==> config.mk <==
export PLATFORM = sky130hd
export DESIGN_NAME = spram_arbiter
export DESIGN_NICKNAME = d
export VERILOG_FILES = /design/src/rtl/spram_arbiter.sv
export SDC_FILE = /design/constraint.sdc
export NUM_CORES = 1
export LEC_CHECK = 0
export ABC_AREA = 1
export CORE_ASPECT_RATIO = 0.8
export CORE_UTILIZATION = 22
export CTS_CLUSTER_DIAMETER = 150
export DETAILED_ROUTE_END_ITERATION = 7
export PLACE_DENSITY = 0.85
export SLEW_MARGIN = 10
export SYNTH_ARGS = -nofsm -noshare
export SYNTH_HDL_FRONTEND = slang
export SYNTH_SLANG_ARGS = --single-unit
==> constraint.sdc <==
create_clock -name clk -period 1.6 [get_ports clk]
set_clock_uncertainty 0.05 [all_clocks]
set_input_delay 0.24 -clock clk [delete_from_list [all_inputs] [get_ports clk]]
set_output_delay 0.24 -clock clk [all_outputs]
set_load 0.02 [all_outputs]
==> src/rtl/spram_arbiter.sv <==
// Two-port (instruction fetch / data) arbiter in front of a pair of 16-bit SPRAM macros.
// Data wins by default; a starved instruction request is forced through after STARVE_LIMIT losses.
module spram_arbiter #(
    parameter int unsigned STARVE_LIMIT = 4,
    parameter int unsigned IDLE_TIMEOUT = 16
) (
    input  logic        clk,
    input  logic        reset,
    input  logic        i_req,
    input  logic [13:0] i_addr,
    output logic        i_gnt,
    output logic        i_rvalid,
    output logic [31:0] i_rdata,
    input  logic        d_req,
    input  logic        d_we,
    input  logic [3:0]  d_be,
    input  logic [13:0] d_addr,
    input  logic [31:0] d_wdata,
    output logic        d_gnt,
    output logic        d_rvalid,
    output logic [31:0] d_rdata,
    output logic [13:0] ram_addr,
    output logic [31:0] ram_wdata,
    output logic [7:0]  ram_maskwren,
    output logic        ram_wren,
    output logic        ram_cs,
    output logic        ram_standby,
    input  logic [31:0] ram_rdata
);

    localparam int unsigned SW = $clog2(STARVE_LIMIT + 1);
    localparam int unsigned IW = $clog2(IDLE_TIMEOUT + 1);

    typedef enum logic [1:0] {StActive, StStandby, StWake} state_e;

    state_e         state_q, state_d;
    logic [SW-1:0]  starve_q, starve_d;
    logic [IW-1:0]  idle_q, idle_d;
    logic           i_rvalid_q, d_rvalid_q;
    logic           active, i_win, d_win, idle_cycle;

    // Grants and RAM strobes are combinational so a request is serviced in its own cycle.
    always_comb begin
        active = (state_q == StActive) && !reset;
        i_win  = active && i_req && (!d_req || (starve_q == SW'(STARVE_LIMIT)));
        d_win  = active && d_req && !i_win;

        i_gnt        = i_win;
        d_gnt        = d_win;
        ram_cs       = i_win || d_win;
        ram_addr     = i_win ? i_addr : d_addr;
        ram_wdata    = d_wdata;
        ram_wren     = d_win && d_we && (d_be != 4'b0000);
        ram_maskwren = 8'h00;
        for (int b = 0; b < 4; b++) begin
            ram_maskwren[2*b +: 2] = {2{d_win && d_we && d_be[b]}};
        end
        ram_standby  = (state_q == StStandby) && !reset;
        // A response registered just before reset must not leak out during it.
        i_rvalid     = i_rvalid_q && !reset;
        d_rvalid     = d_rvalid_q && !reset;
        i_rdata      = ram_rdata;
        d_rdata      = ram_rdata;
    end

    always_comb begin
        state_d    = state_q;
        idle_d     = '0;
        starve_d   = starve_q;
        idle_cycle = !i_req && !d_req && !i_rvalid_q && !d_rvalid_q;

        if (!i_req || i_win) begin
            starve_d = '0;
        end else if ((state_q == StActive) && (starve_q != SW'(STARVE_LIMIT))) begin
            starve_d = starve_q + 1'b1;
        end

        unique case (state_q)
            StActive: begin
                if (idle_cycle) begin
                    if (idle_q == IW'(IDLE_TIMEOUT - 1)) begin
                        state_d = StStandby;
                    end else begin
                        idle_d = idle_q + 1'b1;
                    end
                end
            end
            StStandby: begin
                if (i_req || d_req) begin
                    state_d = StWake;
                end
            end
            StWake: begin
                state_d = StActive;
            end
            default: begin
                state_d = StActive;
            end
        endcase
    end

    always_ff @(posedge clk) begin
        if (reset) begin
            state_q    <= StActive;
            starve_q   <= '0;
            idle_q     <= '0;
            i_rvalid_q <= 1'b0;
            d_rvalid_q <= 1'b0;
        end else begin
            state_q    <= state_d;
            starve_q   <= starve_d;
            idle_q     <= idle_d;
            i_rvalid_q <= i_win;
            d_rvalid_q <= d_win && !d_we;
        end
    end

endmodule

# Word level (Yosys, flattened, before mapping)
# Index checks and enable logic that the tools add are counted.
# totals
regBits	12
input_bits	101
elab_cells	56
# op_classes
n_mux	5
n_eq_ne	7
reduce_logical	35
n_bitwise	2
addsub	2
# ops
cell	n
1-bit logical AND	19
14-bit two-way mux	1
1-bit zero test	7
2-bit two-way mux	3
5-bit by 1-bit adder with 5-bit output, second input constant	1
5-bit by 4-bit == test with 1-bit output, second input constant	1
1-bit logical OR	4
2-bit by 1-bit != test with 1-bit output, second input constant	2
2-bit case mux with 2 select lines	1
4-bit nonzero test	1
4-bit OR reduction	1
3-bit by 1-bit adder with 3-bit output, second input constant	1
3-bit == test, second input constant	1
3-bit != test, second input constant	1
3-bit AND reduction	1
2-bit by 1-bit == test with 1-bit output, second input constant	1
2-bit zero test	1
2-bit != test, second input constant	1
1-bit inverter	2
2-bit OR reduction	1

# Logic depth before layout (Yosys ltp)
# logic_depth
word_depth	8
depth_mapped	9
ltp_nobuf	8

# Least setup slack after synthesis
# No wires, ideal clock.
# synth_timing
path_type	register -> output
startpoint	register starve_q[0]
endpoint	output ram_maskwren[3]
n_path_buf	2
arrival_time_ps	1602
required_ps	1310
slack_ps	-292
stages_incl_launch_ff	10
cell_sequence	dfxtp_1 inv_1 ha_1 nand2_2 nand2_1 nand3_2 buf_6 nand3_2 nor2_1 buf_4
# synth_between
elab_chain_len	7
# synth_rtl
element	line_no	rtl
start, declared	37	logic [SW-1:0] starve_q, starve_d;
start signal, assigned	111	starve_q <= starve_d;
3-bit == test	45	i_win = active && i_req && (!d_req || (starve_q == SW'(STARVE_LIMIT)));
1-bit logical OR	45	
1-bit logical AND	45	
1-bit zero test	46	d_win = active && d_req && !i_win;
1-bit logical AND	46	
1-bit logical AND (2 in series)	56	ram_maskwren[2*b +: 2] = {2{d_win && d_we && d_be[b]}};
end, declared	24	output logic [7:0] ram_maskwren,
# No other way between the ends.

# Final worst setup path
# Same ends and word-level chain as after synthesis.

==> run_results.csv <==
group,metric,value,unit
logic_synthesis,yosys-top-cells-count,"buf_4 (100), nand2_1 (56), nor2_1 (21)",
cts,cts_inserted_buffers,3,
cts,cts_htree_levels,1,
sta,setup_viol,26,
sta,finalMaxSlewViolations,0,
routing,vias,1227,
sta,holdWs,0.390,ns
critical_path,slowest_delay,0.33,ns
logic_synthesis,synth_top_family_by_area,"buffers and inverters",
sta,fin_crit_sh,1.19,
global_routing,met2_usage,0.148,
floorplanning,start_util,0.229,
sta,fin_ws,-0.296,ns
sta,rsz0062_at_grt,"yes",
logic_synthesis,synth-simple-area-share,0.251,
cts,cts_tree,"built",
logic_synthesis,syn_inst,237,
critical_path,crit_slowest_cell,"dfxtp_2",
floorplanning,die_h,77.7,um
logic_synthesis,synth_area_leaders,"buf_4 (48%), dfxtp_1 (15%), nand2_1 (13%)",
logic_synthesis,synth_top_area_frac,0.477,
power,peakVddDrop,0.204,mV
critical_path,path_cells,"inv_2 > ha_4 > nand2_4 > nand2_4 > nand3_4 > buf_6 > nand3_4 > nor2_4 > buf_6",
critical_path,crit_path_start_kind,"flop",
logic_synthesis,avgSynthCellArea,6.65,sq um
global_routing,grt_pass1_vias,1231,
sta,hold_viol,0,
routing,ant_nets,0,
placed_design,port-buffer-count,65,
power,p_leak,1.04,nW
floorplanning,core-area,6890,sq um
critical_path,cp_max_fo,5,
cts,ctsHoldBuffers,0,
logic_synthesis,synthMuxAreaShare,0,
power,seqPwrFrac,0.308,
critical_path,cp_top_family,"simple AND/OR/NAND/NOR gates",
logic_synthesis,synth-edff-count,0,
logic_synthesis,synth_area,1580,sq um
floorplanning,fp.dieW,96.6,um
cts,cts.reportedPaths.clkPinSlew,0.05,ns
cts,clk_latency,0.23,ns
power,pwr-share-comb,0.428,
floorplanning,dieArea,7500,sq um
global_routing,grt-busiest-layer,"met2",
logic_synthesis,ys_seq_area_frac,0.153,
critical_path,crit_arrival,1.61,ns
routing,viasPerCell,3.86,
critical_path,end_kind,"primary output",
placed_design,routabilityCongestion,0.751,
logic_synthesis,yosysTopAreaCell,"buf_4",
routing,drtPass1Iterations,4,
logic_synthesis,yosys.area_share.adder,0.0318,
worst_hold_path,hp-class,"flop to flop",
layout,synthToLayoutAreaGrowth,37.7,%
global_routing,grt.overflow.total,0,
floorplanning,pin_count,226,
outcome,status,"complete, but fails checks",
routing,drtIter0Drc,27,
flow_run,drv_cap,0,
outcome,violations,"setup timing",
routing,wirelength,4020,um
logic_synthesis,synth_nets,342,
logic_synthesis,synth_compound_area_frac,0.00794,
global_routing,grt_max_degree,16,
sta,final.setup.tns,-5.95,ns
sta,fin_crit,1.90,ns
layout,nets,338,
routing,drc,0,
layout,fillers,719,
global_routing,use_met3,0.0523,
logic_synthesis,synth.most_common_cell,"buf_4",
global_routing,antenna_found_initial,0,
global_routing,grt_use_met1,0.114,
layout,layout-drive-gt1-share,0.489,
critical_path,cp.required,1.31,ns
power,p_clk_frac,0.264,
global_routing,grt_usage,0.0970,
power,p_sw,0.297,mW
power,cell_internal_pwr,0.701,mW
cts,clock_path_buffers,2,
power,p_sw_frac,0.298,
placed_design,dpl.hpwl,2890,um
logic_synthesis,synthArstFlopShare,0,
sta,relSlewSlack,0.824,
cts,cts_num_sinks,12,
logic_synthesis,yosysUniqueCellTypes,20,
power,power_density,460,nW/um^2
logic_synthesis,synth_xor_xnor_area_share,0.0111,
critical_path,criticalPathCategory,"flop to primary output",
layout,regArea,243,sq um
layout,antenna_cells,0,
floorplanning,rows,27,
layout,multi_input_area,734,sq um
sta,max_slew.worst_pin.slew,0.262,ns
global_routing,grt_pass1_wl,5880,um
sta,fmax,0.527,GHz
logic_synthesis,synth_warnings,0,
routing,wire_per_inst,12.6,um
power,power.total,0.998,mW
cts,ctsRootBufferMaster,"clkbuf_8",
logic_synthesis,yosys_register_bits,12,
logic_synthesis,synthFlopType,"dfxtp_1",
critical_path,path_buf_inv,3,
## cells in the final DEF, fill, tap and decap left out
cell type and n:
a21boi_0 1, and3_1 1, buf_12 2, buf_4 22
buf_6 29, buf_8 1, clkbuf_8 3, clkdlybuf4s15_1 2
clkdlybuf4s15_2 1, clkdlybuf4s50_1 33, clkinv_8 1, dfxtp_1 10
dfxtp_2 2, dlygate4sd2_1 2, dlymetal6s2s_1 1, ha_1 3
ha_4 1, inv_1 14, inv_12 1, inv_2 5
nand2_1 22, nand2_2 16, nand2_4 19, nand3_1 6
nand3_2 1, nand3_4 2, nand4_1 1, nor2_1 17
nor2_4 6, nor3_1 3, o21ai_4 1, xnor2_1 1
xor2_1 1
## final cells by class
cell class	instances	area share
flip-flops and latches	12	0.112
repair inverters	1	0.00750
repair buffers	93	0.433
multi-input cells	102	0.339
inverters	20	0.0404
clock buffers	3	0.0190
well taps	87	0.0502
## worst reg2reg max path: stages (launching register included)
cell and delay (ns):
dfxtp_1 0.31, ha_1 0.22, and3_1 0.19, ha_1 0.17
nor2_1 0.16, nand3_2 0.14, nor2_1 0.11
## worst paths after layout
path	slack, ns	endpoint	cells after the start	from
setup reg to reg	0.19	idle_q[3]	6	idle_q[0]
hold / removal	0.39	idle_q[0]	1	idle_q[0]
hold reg to reg	0.39	idle_q[0]	1	idle_q[0]
setup / recovery	-0.30	ram_maskwren[3]	9	starve_q[0]
## routing by layer
metal,vias up,share of wire,routed length [um]
met4,0,0.020,79
met5,-,0,0
met1,539,0.42,1700
met2,68,0.45,1820
li1,600,-,-
met3,20,0.10,421
## sequential cells by signal, summed over array words and instances, names as in the netlist
| signal | count |
|---|---|
| d_rvalid_q | 1 |
| i_rvalid_q | 1 |
| idle_q | 5 |
| starve_q | 3 |
| state_q | 2 |
## what timing repair did
| item | 4_1_cts | 5_1_grt |
|---|---|---|
| gates cloned | 1 | 1 |
| pin swaps | 5 | 15 |
| endpoints found under the setup margin | 29 | 31 |
| gates resized for setup | 169 | 74 |
| setup buffers | 8 | 6 |
## cells by family (layout without fill, tap and decap cells)
kind of cell	after synthesis	in the layout
AOI/OAI and AO/OA	2	2
xor gates and xnor gates	2	2
and+or+nand+nor	94	94
DFF	12	12
adders and majority gates	4	4
buffers and inverters	123	117
## power by group through the flow
stage                     clock network, mW  registers (mW)  logic, mW
after floorplan                           0           0.313      0.484
after global placement                    0           0.313      0.324
after detailed placement                  0           0.314      0.325
after CTS                             0.271           0.307      0.355
after global routing                  0.282           0.308      0.453
final                                 0.264           0.308      0.427
## stage by stage
step	setup slack, ns	cells	instance area (sq um)	util
after global routing	-0.372	318	2170	0.315
after global placement	-0.805	301	1720	0.250
after floorplan	-0.0332	237	1640	-
after CTS	-0.338	313	1900	0.276
final	-0.296	318	2170	0.315
after detailed placement	-0.818	301	1720	0.250
Power figures use the tool's default switching activity.
